File: config.mk
export PLATFORM = sky130hd
export DESIGN_NAME = main_memory_arbiter
export DESIGN_NICKNAME = d
export VERILOG_FILES = /design/src/rtl/main_memory_arbiter_pkg.sv /design/src/rtl/main_memory_arbiter_timer.sv /design/src/rtl/main_memory_arbiter.sv
export SDC_FILE = /design/constraint.sdc
export NUM_CORES = 1
export LEC_CHECK = 0
export CORE_UTILIZATION = 35
export DETAILED_ROUTE_END_ITERATION = 10
export PLACE_DENSITY = 0.76
export SLEW_MARGIN = 5
export SYNTH_ARGS = -nofsm -noshare
export SYNTH_HDL_FRONTEND = slang
export SYNTH_SLANG_ARGS = --single-unit
export TNS_END_PERCENT = 100
File: constraint.sdc
create_clock -name MEM_ARB_CLOCK_50 -period 1.65 [get_ports MEM_ARB_CLOCK_50]
set_input_delay 0.33 -clock MEM_ARB_CLOCK_50 [delete_from_list [all_inputs] [get_ports MEM_ARB_CLOCK_50]]
set_output_delay 0.33 -clock MEM_ARB_CLOCK_50 [all_outputs]
set_load 0.05 [all_outputs]
File: src/rtl/main_memory_arbiter_pkg.sv
// Shared encodings and default timeout sizing for the main-memory arbiter.
package main_memory_arbiter_pkg;

  typedef enum logic [1:0] {
    IDLE     = 2'd0,
    ACCESS   = 2'd1,
    COMPLETE = 2'd2,
    RECOVER  = 2'd3
  } stateT;

  typedef enum logic {
    PORT0 = 1'b0,
    PORT1 = 1'b1
  } ownerT;

  localparam int DEFAULT_TIMEOUT_CYCLES = 16;
  localparam int DEFAULT_TIMEOUT_WIDTH  = 5;

endpackage

File: src/rtl/main_memory_arbiter_timer.sv
// ACK wait counter: held at zero while cleared, counts while enabled,
// flags the last permitted cycle so the FSM can abandon the access.
module main_memory_arbiter_timer #(
  parameter int TIMEOUT_CYCLES = 16,
  parameter int TIMEOUT_WIDTH  = 5
) (
  input  logic clk,
  input  logic rstN,
  input  logic clear,
  input  logic enable,
  output logic expired
);

  localparam logic [TIMEOUT_WIDTH-1:0] LAST = TIMEOUT_WIDTH'(TIMEOUT_CYCLES - 1);

  logic [TIMEOUT_WIDTH-1:0] count;

  always_ff @(posedge clk or negedge rstN) begin
    if (!rstN) begin
      count <= '0;
    end else if (clear) begin
      count <= '0;
    end else if (enable) begin
      count <= count + 1'b1;
    end
  end

  assign expired = enable && (count == LAST);

endmodule

File: src/rtl/main_memory_arbiter.sv
// Round-robin arbiter sharing single-port main memory between instruction
// fetch (port 0) and load/store (port 1). Optional ACK timeout: MEM_ARB_TIMEOUT_EN.
module main_memory_arbiter
  import main_memory_arbiter_pkg::*;
#(
  parameter int DATAWIDTH_BUS  = 32,
  parameter int TIMEOUT_CYCLES = DEFAULT_TIMEOUT_CYCLES,
  parameter int TIMEOUT_WIDTH  = DEFAULT_TIMEOUT_WIDTH
) (
  input  logic                     MEM_ARB_CLOCK_50,
  input  logic                     MEM_ARB_RESET_InLow,
  input  logic                     MEM_ARB_REQ0_RD,
  input  logic [DATAWIDTH_BUS-1:0] MEM_ARB_REQ0_ADDRESS_InBUS,
  output logic                     MEM_ARB_REQ0_GNT,
  output logic                     MEM_ARB_REQ0_DONE,
  output logic                     MEM_ARB_REQ0_ERR,
  input  logic                     MEM_ARB_REQ1_RD,
  input  logic                     MEM_ARB_REQ1_WR,
  input  logic [DATAWIDTH_BUS-1:0] MEM_ARB_REQ1_ADDRESS_InBUS,
  input  logic [DATAWIDTH_BUS-1:0] MEM_ARB_REQ1_data_InBUS,
  output logic                     MEM_ARB_REQ1_GNT,
  output logic                     MEM_ARB_REQ1_DONE,
  output logic                     MEM_ARB_REQ1_ERR,
  output logic [DATAWIDTH_BUS-1:0] MEM_ARB_data_OutBUS,
  output logic                     MEM_ARB_MEM_RD,
  output logic                     MEM_ARB_MEM_WR,
  output logic [DATAWIDTH_BUS-1:0] MEM_ARB_MEM_ADDRESS_OutBUS,
  output logic [DATAWIDTH_BUS-1:0] MEM_ARB_MEM_data_OutBUS,
  input  logic [DATAWIDTH_BUS-1:0] MEM_ARB_MEM_data_InBUS,
  input  logic                     MEM_ARB_MEM_ACK
);

  stateT state;
  ownerT lastOwner;
  ownerT nextOwner;
  logic  anyReq;
  logic  grantWrite;
  logic  gnt0, gnt1, done0, done1;
  logic  memRd, memWr;
  logic [DATAWIDTH_BUS-1:0] memAddr, memData, dataOut;

  assign anyReq = MEM_ARB_REQ0_RD || MEM_ARB_REQ1_RD || MEM_ARB_REQ1_WR;

  // Contention goes to whichever port did not own the previous access.
  always_comb begin
    nextOwner = PORT1;
    if (MEM_ARB_REQ0_RD && (MEM_ARB_REQ1_RD || MEM_ARB_REQ1_WR)) begin
      nextOwner = (lastOwner == PORT0) ? PORT1 : PORT0;
    end else if (MEM_ARB_REQ0_RD) begin
      nextOwner = PORT0;
    end
  end

  assign grantWrite = (nextOwner == PORT1) && MEM_ARB_REQ1_WR;

`ifdef MEM_ARB_TIMEOUT_EN
  logic timerExpired;
  logic err0, err1;

  main_memory_arbiter_timer #(
    .TIMEOUT_CYCLES(TIMEOUT_CYCLES),
    .TIMEOUT_WIDTH (TIMEOUT_WIDTH)
  ) uTimer (
    .clk    (MEM_ARB_CLOCK_50),
    .rstN   (MEM_ARB_RESET_InLow),
    .clear  (state != ACCESS),
    .enable (state == ACCESS),
    .expired(timerExpired)
  );

  assign MEM_ARB_REQ0_ERR = err0;
  assign MEM_ARB_REQ1_ERR = err1;
`else
  assign MEM_ARB_REQ0_ERR = 1'b0;
  assign MEM_ARB_REQ1_ERR = 1'b0;
`endif

  always_ff @(posedge MEM_ARB_CLOCK_50 or negedge MEM_ARB_RESET_InLow) begin
    if (!MEM_ARB_RESET_InLow) begin
      state     <= IDLE;
      lastOwner <= PORT1;
      gnt0      <= 1'b0;
      gnt1      <= 1'b0;
      done0     <= 1'b0;
      done1     <= 1'b0;
      memRd     <= 1'b0;
      memWr     <= 1'b0;
      memAddr   <= '0;
      memData   <= '0;
      dataOut   <= '0;
`ifdef MEM_ARB_TIMEOUT_EN
      err0      <= 1'b0;
      err1      <= 1'b0;
`endif
    end else begin
      case (state)
        IDLE: begin
          if (anyReq) begin
            lastOwner <= nextOwner;
            gnt0      <= (nextOwner == PORT0);
            gnt1      <= (nextOwner == PORT1);
            memRd     <= !grantWrite;
            memWr     <= grantWrite;
            memAddr   <= (nextOwner == PORT0) ? MEM_ARB_REQ0_ADDRESS_InBUS
                                              : MEM_ARB_REQ1_ADDRESS_InBUS;
            memData   <= MEM_ARB_REQ1_data_InBUS;
            state     <= ACCESS;
          end
        end
        ACCESS: begin
          if (MEM_ARB_MEM_ACK) begin
            if (memRd) dataOut <= MEM_ARB_MEM_data_InBUS;
            memRd <= 1'b0;
            memWr <= 1'b0;
            done0 <= gnt0;
            done1 <= gnt1;
            state <= COMPLETE;
          end
`ifdef MEM_ARB_TIMEOUT_EN
          else if (timerExpired) begin
            memRd <= 1'b0;
            memWr <= 1'b0;
            done0 <= gnt0;
            done1 <= gnt1;
            err0  <= gnt0;
            err1  <= gnt1;
            state <= COMPLETE;
          end
`endif
        end
        COMPLETE: begin
          gnt0  <= 1'b0;
          gnt1  <= 1'b0;
          done0 <= 1'b0;
          done1 <= 1'b0;
`ifdef MEM_ARB_TIMEOUT_EN
          err0  <= 1'b0;
          err1  <= 1'b0;
`endif
          state <= MEM_ARB_MEM_ACK ? RECOVER : IDLE;
        end
        RECOVER: begin
          if (!MEM_ARB_MEM_ACK) state <= IDLE;
        end
        default: state <= IDLE;
      endcase
    end
  end

  assign MEM_ARB_REQ0_GNT           = gnt0;
  assign MEM_ARB_REQ1_GNT           = gnt1;
  assign MEM_ARB_REQ0_DONE          = done0;
  assign MEM_ARB_REQ1_DONE          = done1;
  assign MEM_ARB_MEM_RD             = memRd;
  assign MEM_ARB_MEM_WR             = memWr;
  assign MEM_ARB_MEM_ADDRESS_OutBUS = memAddr;
  assign MEM_ARB_MEM_data_OutBUS    = memData;
  assign MEM_ARB_data_OutBUS        = dataOut;

endmodule

# Yosys cells after proc, flatten, opt, wreduce, memory -nomap -nowiden
# Index checks and enable logic that the tools add are counted.
# word_totals
mem_bits_ro,0
ramBits,0
inputBits,134
register_bits,105
latchBits,0
mem_count,0
output_inout_bits,104
word_cells,56
# classes
n_shift,0
n_lt_le_gt_ge,0
reduce_logical,16
n_bitwise,1
div_mod_pow,0
n_eq_ne,6
add_sub_neg,0
n_mux,22
multipliers,0
# op_table
op,count
2-to-1 mux 32 bit,1
one-hot mux 1 bit (2 select lines),6
2-to-1 mux 1 bit,10
AND reduction 3 bit,3
2-to-1 mux 2 bit,4
one-hot mux 2 bit (4 select lines),1
!= test 2 bit (second input constant),3
AND reduction 2 bit,3
nonzero test 2 bit,3
== test 2 bit (second input constant),2
logical OR 1 bit,3
== test 2 x 1 -> 1 bit (second input constant),1
logical AND 1 bit,2
zero test 2 bit,1
zero test 1 bit,1
inverter 1 bit,1

# Logic depth before layout (Yosys ltp)
# logic_depth
word_depth,7
mapped_depth,7
mapped_depth_nobuf,3

# Worst setup path before layout
# Ideal clock, no wire load.
# synth_path
path_kind,register to register
from,register state[0]
to,register memData[22] (netlist: MEM_ARB_MEM_data_OutBUS[22])
arrival_ns,1.526
path_slack_ns,-0.001
setup_ns,0.125
n_path_buf,4
required_ns,1.525
stages_incl_launch_ff,8
period_less_slack_ns,1.651
cell_sequence,dfrtp_1 buf_2 or2_0 buf_2 nor2_4 buf_6 buf_6 mux2_4
# synth_between
elab_chain_len,2
# synth_rtl
item,line,rtl
"start, declared",main_memory_arbiter.sv:33,stateT state;
"start signal, assigned",main_memory_arbiter.sv:140,state <= MEM_ARB_MEM_ACK ? RECOVER : IDLE;
zero test 2 bit,main_memory_arbiter.sv:96,case (state)
AND reduction 2 bit (no source line),--,
"end signal, assigned",main_memory_arbiter.sv:106,memData <= MEM_ARB_REQ1_data_InBUS;
"end, declared",main_memory_arbiter.sv:40,"logic [DATAWIDTH_BUS-1:0] memAddr, memData, dataOut;"
# No other way between the ends.
# A chain may end at the register's enable or synchronous reset.

# Final worst setup path
# layout_path
from,register state[1]
to,register memData[21] (netlist: MEM_ARB_MEM_data_OutBUS[21])
# Same word-level chain as after synthesis.

==> flow_summary.json <==
{
  "status": "finished clean",
  "p_sw_mw": 8.15,
  "place_inst": 734,
  "remaining_drc_errors": 0,
  "vias": 3878,
  "rows": 41,
  "internal_power_mw": 9.04,
  "peakVddDrop_v": 0.00123,
  "wire_per_inst_um": 17.3,
  "grt_setup_unrepaired": "false",
  "layout_commonest_cell": "clkdlybuf4s50_1",
  "clock-root-buffer": "clkbuf_16",
  "power_mw": 17.2,
  "drt_iter0_drc": 157,
  "dp_hpwl_mm": 9.55,
  "synth_area_leader_cell": "dfrtp_1",
  "fin_ws_ns": 0.0810,
  "hold_path_class": "input port to asynchronous set/reset pin",
  "drive_gt1_share_pct": 36.8,
  "yosys_warnings": 0,
  "crit_fanout": 29,
  "tns_ns": 0,
  "finalNonFillerCells": 751,
  "drt-vias-per-instance": 5.16,
  "synth_area_leaders": "dfrtp_1 58%, mux2_2 15%, a2bb2oi_1 6.2%",
  "crit_type": "flop to flop",
  "antenna_left": 0,
  "port_buffers": 235,
  "reg2reg_to": "MEM_ARB_MEM_data_OutBUS[21]",
  "synth_top_area_share_pct": 57.7,
  "grt_overflow": 0,
  "worst_setup_path_start_kind": "flop",
  "die_y_um": 115,
  "clk_path_buf_depth": 2,
  "cts.sinks": 105,
  "grt_usage_pct": 19.1,
  "r2r_slack_ns": 0.08,
  "p_leak_nw": 3.11,
  "grt_pass1_vias": 3913,
  "num_antenna_cells": 0,
  "avgSynthCellArea_sq_um": 13.4,
  "clock.fmax_mhz": 637,
  "power.share.sequential_pct": 27.1,
  "drv_slew": 0,
  "preCtsSetupSlack_ns": -0.356,
  "syn_inst": 337,
  "setup_violations": 0,
  "cp.required_ns": 1.87,
  "start_util_pct": 35.9,
  "ctsHtreeMaxLevel": 3,
  "ys_ff_latch": 105,
  "cts_setup_buffers": 0,
  "power.share.clock_pct": 14.2,
  "ys_seq_area_share_pct": 58.3,
  "pin_count": 238,
  "fp.dieW_um": 115,
  "power.density_nw_per_um2": 2370,
  "synth_cell_type_count": 31,
  "cts_buffers": 9,
  "dieArea_sq_um": 13300,
  "drt_wl_total_mm": 13.0,
  "nets": 708,
  "rr_startpoint": "state[1]",
  "core_sq_um": 12600,
  "fin_crit_sh_pct": 95.1,
  "cts_tree": "done",
  "final_cell_mix": "132 x clkdlybuf4s50_1, 120 x buf_4, 104 x dfrtp_1",
  "postLayoutCoreUtil_pct": 57.8,
  "end_kind": "flop",
  "hold_viol": 0,
  "clk_pin_slew_worst_paths_ns": 0.07,
  "insertion_delay_ns": 0.34,
  "period_needed_ns": 1.57,
  "grt_pass1_wl_mm": 19.6,
  "p_sw_share_pct": 47.4,
  "pwr-share-comb_pct": 58.7,
  "r2r_cells": 4,
  "gp_congestion": 0.767,
  "clock_skew_ns": 0.00913,
  "area_delta_synth_final_pct": 61.2,
  "drtPass1Iterations": 4,
  "arrival_ns": 1.79,
  "syn-cell-area_sq_um": 4510,
  "grt_max_degree": 45,
  "maxCapViolCount": 0,
  "antenna_found_initial": 0
}
sequential cells by signal, summed over array words and instances, names as in the netlist:
signal / cells
MEM_ARB_REQ0_GNT: 1
MEM_ARB_data_OutBUS: 32
MEM_ARB_REQ1_DONE: 1
MEM_ARB_MEM_ADDRESS_OutBUS: 32
MEM_ARB_MEM_RD: 1
MEM_ARB_MEM_data_OutBUS: 32
MEM_ARB_REQ1_GNT: 1
lastOwner: 1
MEM_ARB_MEM_WR: 1
MEM_ARB_REQ0_DONE: 1
state: 2
final cells by class:
class / count / area [sq um]
Fill cell: 1027 / 5300
Sequential cell: 105 / 2630
Timing Repair Buffer: 260 / 2360
Multi-Input combinational cell: 197 / 1710
Clock buffer: 10 / 229
Tap cell: 172 / 215
Clock inverter: 6 / 114
Inverter: 1 / 3.75
synthesized netlist by cell type, drive strengths merged:
library cell and instances:
dfrtp 104, mux2 65, o21ai 37, a2bb2oi 32, a311oi 32, clkbuf 20, buf 15, nand2 6
nor2 3, a21oi 2, a22o 2, and2 2, nand2b 2, o211ai 2, a21boi 1, conb 1
dfstp 1, inv 1, nand3 1, nand3b 1, nand4b 1, nor3 1, nor3b 1, o21a 1
o21ba 1, o21bai 1, or2 1
per-stage QoR:
step	hold WS, ns	instance area (sq um)
floorplan	0.0344	4510
CTS	0.437	7250
global route	0.460	7270
detailed placement	0.257	6900
global placement	0.252	6900
finish	0.426	7270
repair_timing:
| action | in CTS | in global routing |
|---|---|---|
| setup endpoints to repair | 0 | 34 |
| resized for setup | 0 | 3 |
| hold buffers | 1 | 0 |
| endpoints found under the hold margin | 18 | 0 |
worst max-delay path, cell delays in order, from the launching register on:
cell and delay (ns):
dfrtp_1 0.38, or2_4 0.27, nor2_4 0.20, buf_12 0.23
mux2_2 0.37
worst max path at each step:
stage	start	to	slack [ns]	cells past startpoint
3_5_place_dp	MEM_ARB_REQ1_RD	MEM_ARB_MEM_ADDRESS_OutBUS[5]	-0.36	5
3_3_place_gp	MEM_ARB_REQ1_RD	MEM_ARB_MEM_ADDRESS_OutBUS[27]	-0.29	5
6_report	state[1]	MEM_ARB_MEM_data_OutBUS[21]	0.08	4
5_1_grt	state[1]	MEM_ARB_MEM_data_OutBUS[21]	0.01	4
2_1_floorplan	state[0]	MEM_ARB_MEM_data_OutBUS[22]	0.009	7
4_1_cts	MEM_ARB_REQ1_RD	MEM_ARB_MEM_ADDRESS_OutBUS[5]	0.02	5
kinds of logic (layout without fill, tap and decap cells):
family                 after synthesis  in the layout  synth area share, %
DFF                                105            105                 58.3
buffers and inverters               36            277                 4.03
and+or+nand+nor                     19             19                 2.61
muxes                               65             65                 16.7
other                                1              2               0.0832
AOI/OAI and AO/OA                  111            111                 18.2
metal layers:
metal	vias up	part of all wire (%)	wire, um	GRT usage, %
li1	1750	-	-	-
met1	1908	40	5130	22.7
met2	197	51	6640	33.2
met3	23	7.3	942	3.87
met4	0	1.9	246	8.57
met5	-	0	0	0
power by group through the flow:
stage          Combinational, mW  Clock (mW)  Sequential [mW]
2_1_floorplan               2.54           0             8.96
3_3_place_gp                9.99           0             4.63
3_5_place_dp                10.1           0             4.67
4_1_cts                     10.1        2.50             4.66
5_1_grt                     10.5        2.59             4.83
6_report                    10.1        2.44             4.66
Note: power is estimated with default switching activity, not from simulation.
